`src/rtl/fir_stream_feeder.sv`:
```
// rtl/fir_stream_feeder.sv - streams stored taps then frame pixels to a convolution core
module fir_stream_feeder #(
    parameter int TAP_ROW    = 3,
    parameter int TAP_COL    = 3,
    parameter int TAP_WIDTH  = 8,
    parameter int DATA_ROW   = 16,
    parameter int DATA_COL   = 16,
    parameter int DATA_WIDTH = 16,
    parameter int TAP_GAP    = 4
) (
    input  logic                  clk,
    input  logic                  reset,
    input  logic                  wr_en,
    input  logic                  wr_sel,
    input  logic [7:0]            wr_addr,
    input  logic [DATA_WIDTH-1:0] wr_data,
    input  logic                  start_i,
    input  logic                  hold_i,
    output logic [TAP_WIDTH-1:0]  tap_o,
    output logic                  tap_vld_o,
    output logic [DATA_WIDTH-1:0] data_o,
    output logic                  data_vld_o,
    output logic                  busy_o,
    output logic                  done_o,
    output logic                  wr_err_o
);
    localparam int TAP_N  = TAP_ROW * TAP_COL;
    localparam int DATA_N = DATA_ROW * DATA_COL;
    localparam int CW_D   = $clog2(DATA_N + 1);
    localparam int CW_T   = $clog2(TAP_N + 1);
    localparam int CW     = (CW_D > CW_T) ? CW_D : CW_T;
    localparam int TAW    = (TAP_N > 1) ? $clog2(TAP_N) : 1;
    localparam int DAW    = (DATA_N > 1) ? $clog2(DATA_N) : 1;
    localparam int GW     = (TAP_GAP > 1) ? $clog2(TAP_GAP) : 1;

    typedef enum logic [2:0] {S_IDLE, S_TAP, S_GAP, S_DATA, S_DONE} state_t;

    logic [TAP_WIDTH-1:0]  tap_mem [TAP_N];
    logic [DATA_WIDTH-1:0] pix_mem [DATA_N];
    state_t                state;
    logic [CW-1:0]         cnt;
    logic [GW-1:0]         gap_cnt;
    logic                  tap_hit;
    logic                  pix_hit;

    assign tap_hit = wr_en && !wr_sel && ({24'd0, wr_addr} < 32'(TAP_N));
    assign pix_hit = wr_en &&  wr_sel && ({24'd0, wr_addr} < 32'(DATA_N));

    // Memories are deliberately outside the reset domain so contents survive an abort.
    always_ff @(posedge clk) begin
        if (!busy_o && tap_hit)
            tap_mem[TAW'(wr_addr)] <= wr_data[TAP_WIDTH-1:0];
        if (!busy_o && pix_hit)
            pix_mem[DAW'(wr_addr)] <= wr_data;
    end

    always_ff @(posedge clk) begin
        if (reset) begin
            state      <= S_IDLE;
            cnt        <= '0;
            gap_cnt    <= '0;
            tap_o      <= '0;
            tap_vld_o  <= 1'b0;
            data_o     <= '0;
            data_vld_o <= 1'b0;
            busy_o     <= 1'b0;
            done_o     <= 1'b0;
            wr_err_o   <= 1'b0;
        end else begin
            tap_o      <= '0;
            tap_vld_o  <= 1'b0;
            data_o     <= '0;
            data_vld_o <= 1'b0;
            done_o     <= 1'b0;
            wr_err_o   <= wr_en && (busy_o || !(tap_hit || pix_hit));
            case (state)
                S_IDLE: begin
                    // busy_o is left high from DONE for the done_o cycle, then drops here
                    busy_o <= start_i;
                    if (start_i) begin
                        state <= S_TAP;
                        cnt   <= '0;
                    end
                end
                S_TAP: begin
                    tap_vld_o <= 1'b1;
                    tap_o     <= tap_mem[cnt[TAW-1:0]];
                    if (cnt == CW'(TAP_N - 1)) begin
                        cnt     <= '0;
                        gap_cnt <= '0;
                        state   <= (TAP_GAP == 0) ? S_DATA : S_GAP;
                    end else begin
                        cnt <= cnt + 1'b1;
                    end
                end
                S_GAP: begin
                    if (gap_cnt == GW'(TAP_GAP - 1)) begin
                        state <= S_DATA;
                        cnt   <= '0;
                    end else begin
                        gap_cnt <= gap_cnt + 1'b1;
                    end
                end
                S_DATA: begin
                    if (!hold_i) begin
                        data_vld_o <= 1'b1;
                        data_o     <= pix_mem[cnt[DAW-1:0]];
                        if (cnt == CW'(DATA_N - 1))
                            state <= S_DONE;
                        else
                            cnt <= cnt + 1'b1;
                    end
                end
                S_DONE: begin
                    done_o <= 1'b1;
                    state  <= S_IDLE;
                end
                default: state <= S_IDLE;
            endcase
        end
    end
endmodule

```
`config.mk`:
```
export PLATFORM = sky130hd
export DESIGN_NAME = fir_stream_feeder
export DESIGN_NICKNAME = d
export VERILOG_FILES = /design/src/rtl/fir_stream_feeder.sv
export SDC_FILE = /design/constraint.sdc
export NUM_CORES = 2
export LEC_CHECK = 0
export ABC_AREA = 1
export BUFFER_PORTS_ARGS = -buffer_cell sky130_fd_sc_hd__buf_2
export CAP_MARGIN = 40
export CORE_MARGIN = 3
export CORE_UTILIZATION = 30
export DETAILED_ROUTE_END_ITERATION = 10
export PLACE_DENSITY = 0.46
export SLEW_MARGIN = 0
export SYNTH_ARGS = -nofsm -noshare
export SYNTH_HDL_FRONTEND = slang
export SYNTH_MEMORY_MAX_BITS = 65536
export SYNTH_SLANG_ARGS = --single-unit
```
`constraint.sdc`:
```
create_clock -name clk -period 3.69 [get_ports clk]
set_clock_uncertainty 0.15 [all_clocks]
set_input_delay 0 -clock clk [delete_from_list [all_inputs] [get_ports clk]]
set_output_delay 0 -clock clk [all_outputs]
set_load 0.005 [all_outputs]
```
==> results.json <==
{
  "cp_slowest_cell": "dfxtp_4",
  "crit_path_start": "cnt[0]",
  "synthCells": 14930,
  "ctsHtreeMaxLevel": 5,
  "wl_per_cell_um": 25.13,
  "endpoint_kind": "flop",
  "yosys.area.top_type": "edfxtp_1",
  "p_per_area_nw_per_um2": 602.7,
  "synth_seq_cells": 4211,
  "cts_sinks": 4211,
  "clkTransAtPathRegs_ns": 0.06,
  "cp.required_ns": 4.48,
  "r2r-start": "cnt[0]",
  "first_pass_iters": 7,
  "reg2reg_depth": 16,
  "drive_gt1_share_pct": 10.16,
  "utilization_pct": 35.29,
  "grt_pass1_wl_mm": 831.0,
  "wl_met1_mm": 264.1,
  "ant_nets": 0,
  "worstPathArrival_ns": 4.42,
  "grt_max_degree": 128,
  "finalSetupViolCount": 0,
  "worst_slack_ns": 0.06286,
  "ys_seq_area_share_pct": 73.41,
  "hp-class": "in -> reg",
  "synth_top_cell_area_share_pct": 72.91,
  "finalPower_mw": 121.1,
  "initialDrtViolationCount": 12070,
  "place.port_buffers": 58,
  "route.top_layer_used": "met5",
  "drv_slew": 0,
  "drc_errors": 0,
  "fin_nets": 15450,
  "slowest_delay_ns": 0.44,
  "hold_viol": 0,
  "min_path_cells": 3,
  "leakagePower_nw": 71.36,
  "wirelength_mm": 586.6,
  "status": "completed",
  "die_h_um": 762.4,
  "route.met3.wl_mm": 32.16,
  "finalSetupTns_ns": 0,
  "cts-root-buf": "clkbuf_16",
  "fp.dieW_um": 762.4,
  "gp_congestion": 0.8294,
  "areaGrowthSynthToFinish_pct": 17.06,
  "r2r_end": "data_o[1]",
  "cts_tree": "built",
  "crit_path_start_kind": "flop",
  "die_area_um2": 581300,
  "whs_ns": 0.07939,
  "min_period_ns": 3.627,
  "vdd_ir_drop_max_uv": 648.0,
  "synth_edf_count": 4168,
  "dp_slack_ns": 0.003204,
  "grtUsageTotal_pct": 19.55,
  "hp-start": "wr_data[5]",
  "worst_slew_pin_slew_ns": 1.093,
  "vias_per_cell": 4.885,
  "clock.fmax_mhz": 275.7,
  "crit_type": "reg -> reg",
  "clk_path_buf_depth": 4,
  "crit_top_cell": "nor2_1",
  "num_rows": 277,
  "rsz0062_at_grt": "no",
  "start_util_pct": 30.15,
  "avgSynthCellArea_um2": 11.50,
  "grt_overflow_total": 0,
  "cp_cell_sequence": "buf_12 > buf_12 > buf_12 > buf_4 > nor2_1 > nor2_1 > o21ai_0 > nand3_1 > nand3_1 > nand2_1 > nand2_1 > nand2_1 > nand3_1 > nor2_1 > nor2_1 > nor2_1",
  "dpl.hpwl_mm": 348.6,
  "yosys_warnings": 0,
  "slew_headroom_pct": 27.14,
  "drv_cap": 0,
  "synth_area_um2": 171700,
  "insertion_delay_ns": 1.02,
  "async_flop_share_pct": 0,
  "yosysMostFrequentCell": "edfxtp_1",
  "io_pins": 59,
  "path_max_fanout": 23,
  "period_share_pct": 98.30,
  "crit_family": "simple AND/OR/NAND/NOR gates",
  "coreArea_um2": 569400,
  "ys_top_cells_by_count": "edfxtp_1 (4,168), nand2_1 (3,137), nor2_1 (3,031)",
  "synth_fp_nets": 14960,
  "met2RoutedLength_mm": 274.9,
  "vias": 114000,
  "critPathBufInv": 4,
  "rrSetupSlack_ns": 0.06,
  "antenna_found_initial": 33,
  "cts_inserted_buffers": 454,
  "grt_pass1_vias": 108000,
  "synthTopCellsByArea": "edfxtp_1 (73%), nand2_1 (6.9%), nor2_1 (6.6%), o21ai_0 (4.0%), nand3_1 (3.3%)",
  "yosysUniqueCellTypes": 29,
  "synthFlopType": "edfxtp_1",
  "min_to": "pix_mem[202][5]"
}
-- how the worst max path moves through the flow --
stage	endpoint	slack, ns	depth (start not counted)
floorplan	pix_mem[221][0]	0.85	4
global placement	data_o[11]	-0.05	12
finish	data_o[1]	0.06	16
detailed placement	data_o[0]	0.003	16
global route	data_o[1]	0.005	15
CTS	data_o[11]	0.05	12
-- routing by layer --
metal / GRT usage, % / vias to the layer above
li1: - / 52560
met1: 27.91 / 57420
met2: 31.77 / 3384
met3: 2.292 / 649
met4: 4.828 / 4
met5: 0 / -
-- area by class of cell --
| type | count | area, um^2 |
|---|---|---|
| inverters | 483 | 1866 |
| clock inverters | 243 | 1972 |
| multi-input cells | 9320 | 39860 |
| flip-flops and latches | 4211 | 126000 |
| diodes | 22 | 55.05 |
| clock buffers | 586 | 11990 |
| repair buffers | 944 | 9731 |
| fillers | 55950 | 368500 |
| well taps | 7533 | 9425 |
-- worst min-delay path, cell delays in order --
cell	delay (ns)
dlygate4sd3_1	0.60
buf_8	0.20
buf_12	0.19
-- logic make-up after synthesis --
logic type               after synthesis  synth area share (%)
flip-flops                          4211                 73.41
AND/OR/NAND/NOR                     7396                 17.14
AO/OA/AOI/OAI                       1920                 5.931
adder cells (fa/ha/maj)                4               0.02916
buffers and inverters               1399                 3.492
-- stage by stage --
step	instances	area, um^2
after floorplan	14930	171700
after global placement	22410	185700
after detailed placement	22430	186000
after CTS	23320	200900
after global routing	23330	200900
final	23340	200900
-- power by group --
part | total, mW | leakage, nW | switching [mW] | internal [mW]
registers | 52.7 | 37.8 | 0.0968 | 52.6
clock network | 43.8 | 6.81 | 19.3 | 24.5
logic | 24.6 | 26.8 | 17.6 | 7.04
total | 121 | 71.4 | 36.9 | 84.2
-- cell usage in the layout (no fill, tap or decap), drive strengths merged --
cell,Yosys,routed
a211oi,1,1
a21oi,277,277
a31oi,4,4
buf,548,891
bufinv,0,24
clkbuf,368,586
clkinv,5,209
clkinvlp,0,4
dfxtp,43,43
diode,0,22
dlygate4sd3,0,53
edfxtp,4168,4168
ha,4,4
inv,478,489
nand2,3137,3137
nand3,1121,1121
nand4,5,5
nor2,3033,3033
nor3,21,21
nor4,4,4
o211a,1,1
o211ai,210,210
o21ai,1400,1400
o22ai,27,27
or2,75,75
-- flip-flops by register name, summed over array words and instances (netlist names), 2 cells and up --
name / count
cnt: 9
pix_mem: 4096
tap_o: 8
tap_mem: 72
state: 3
gap_cnt: 2
data_o: 16
-- what timing repair did --
action,CTS,global route
buffers inserted,0,0
hold endpoints to repair,5816,0
resized for setup,1,2
hold buffers,65,0
setup endpoints to repair,1,2
No activity file was read; power rests on OpenSTA's default activity.
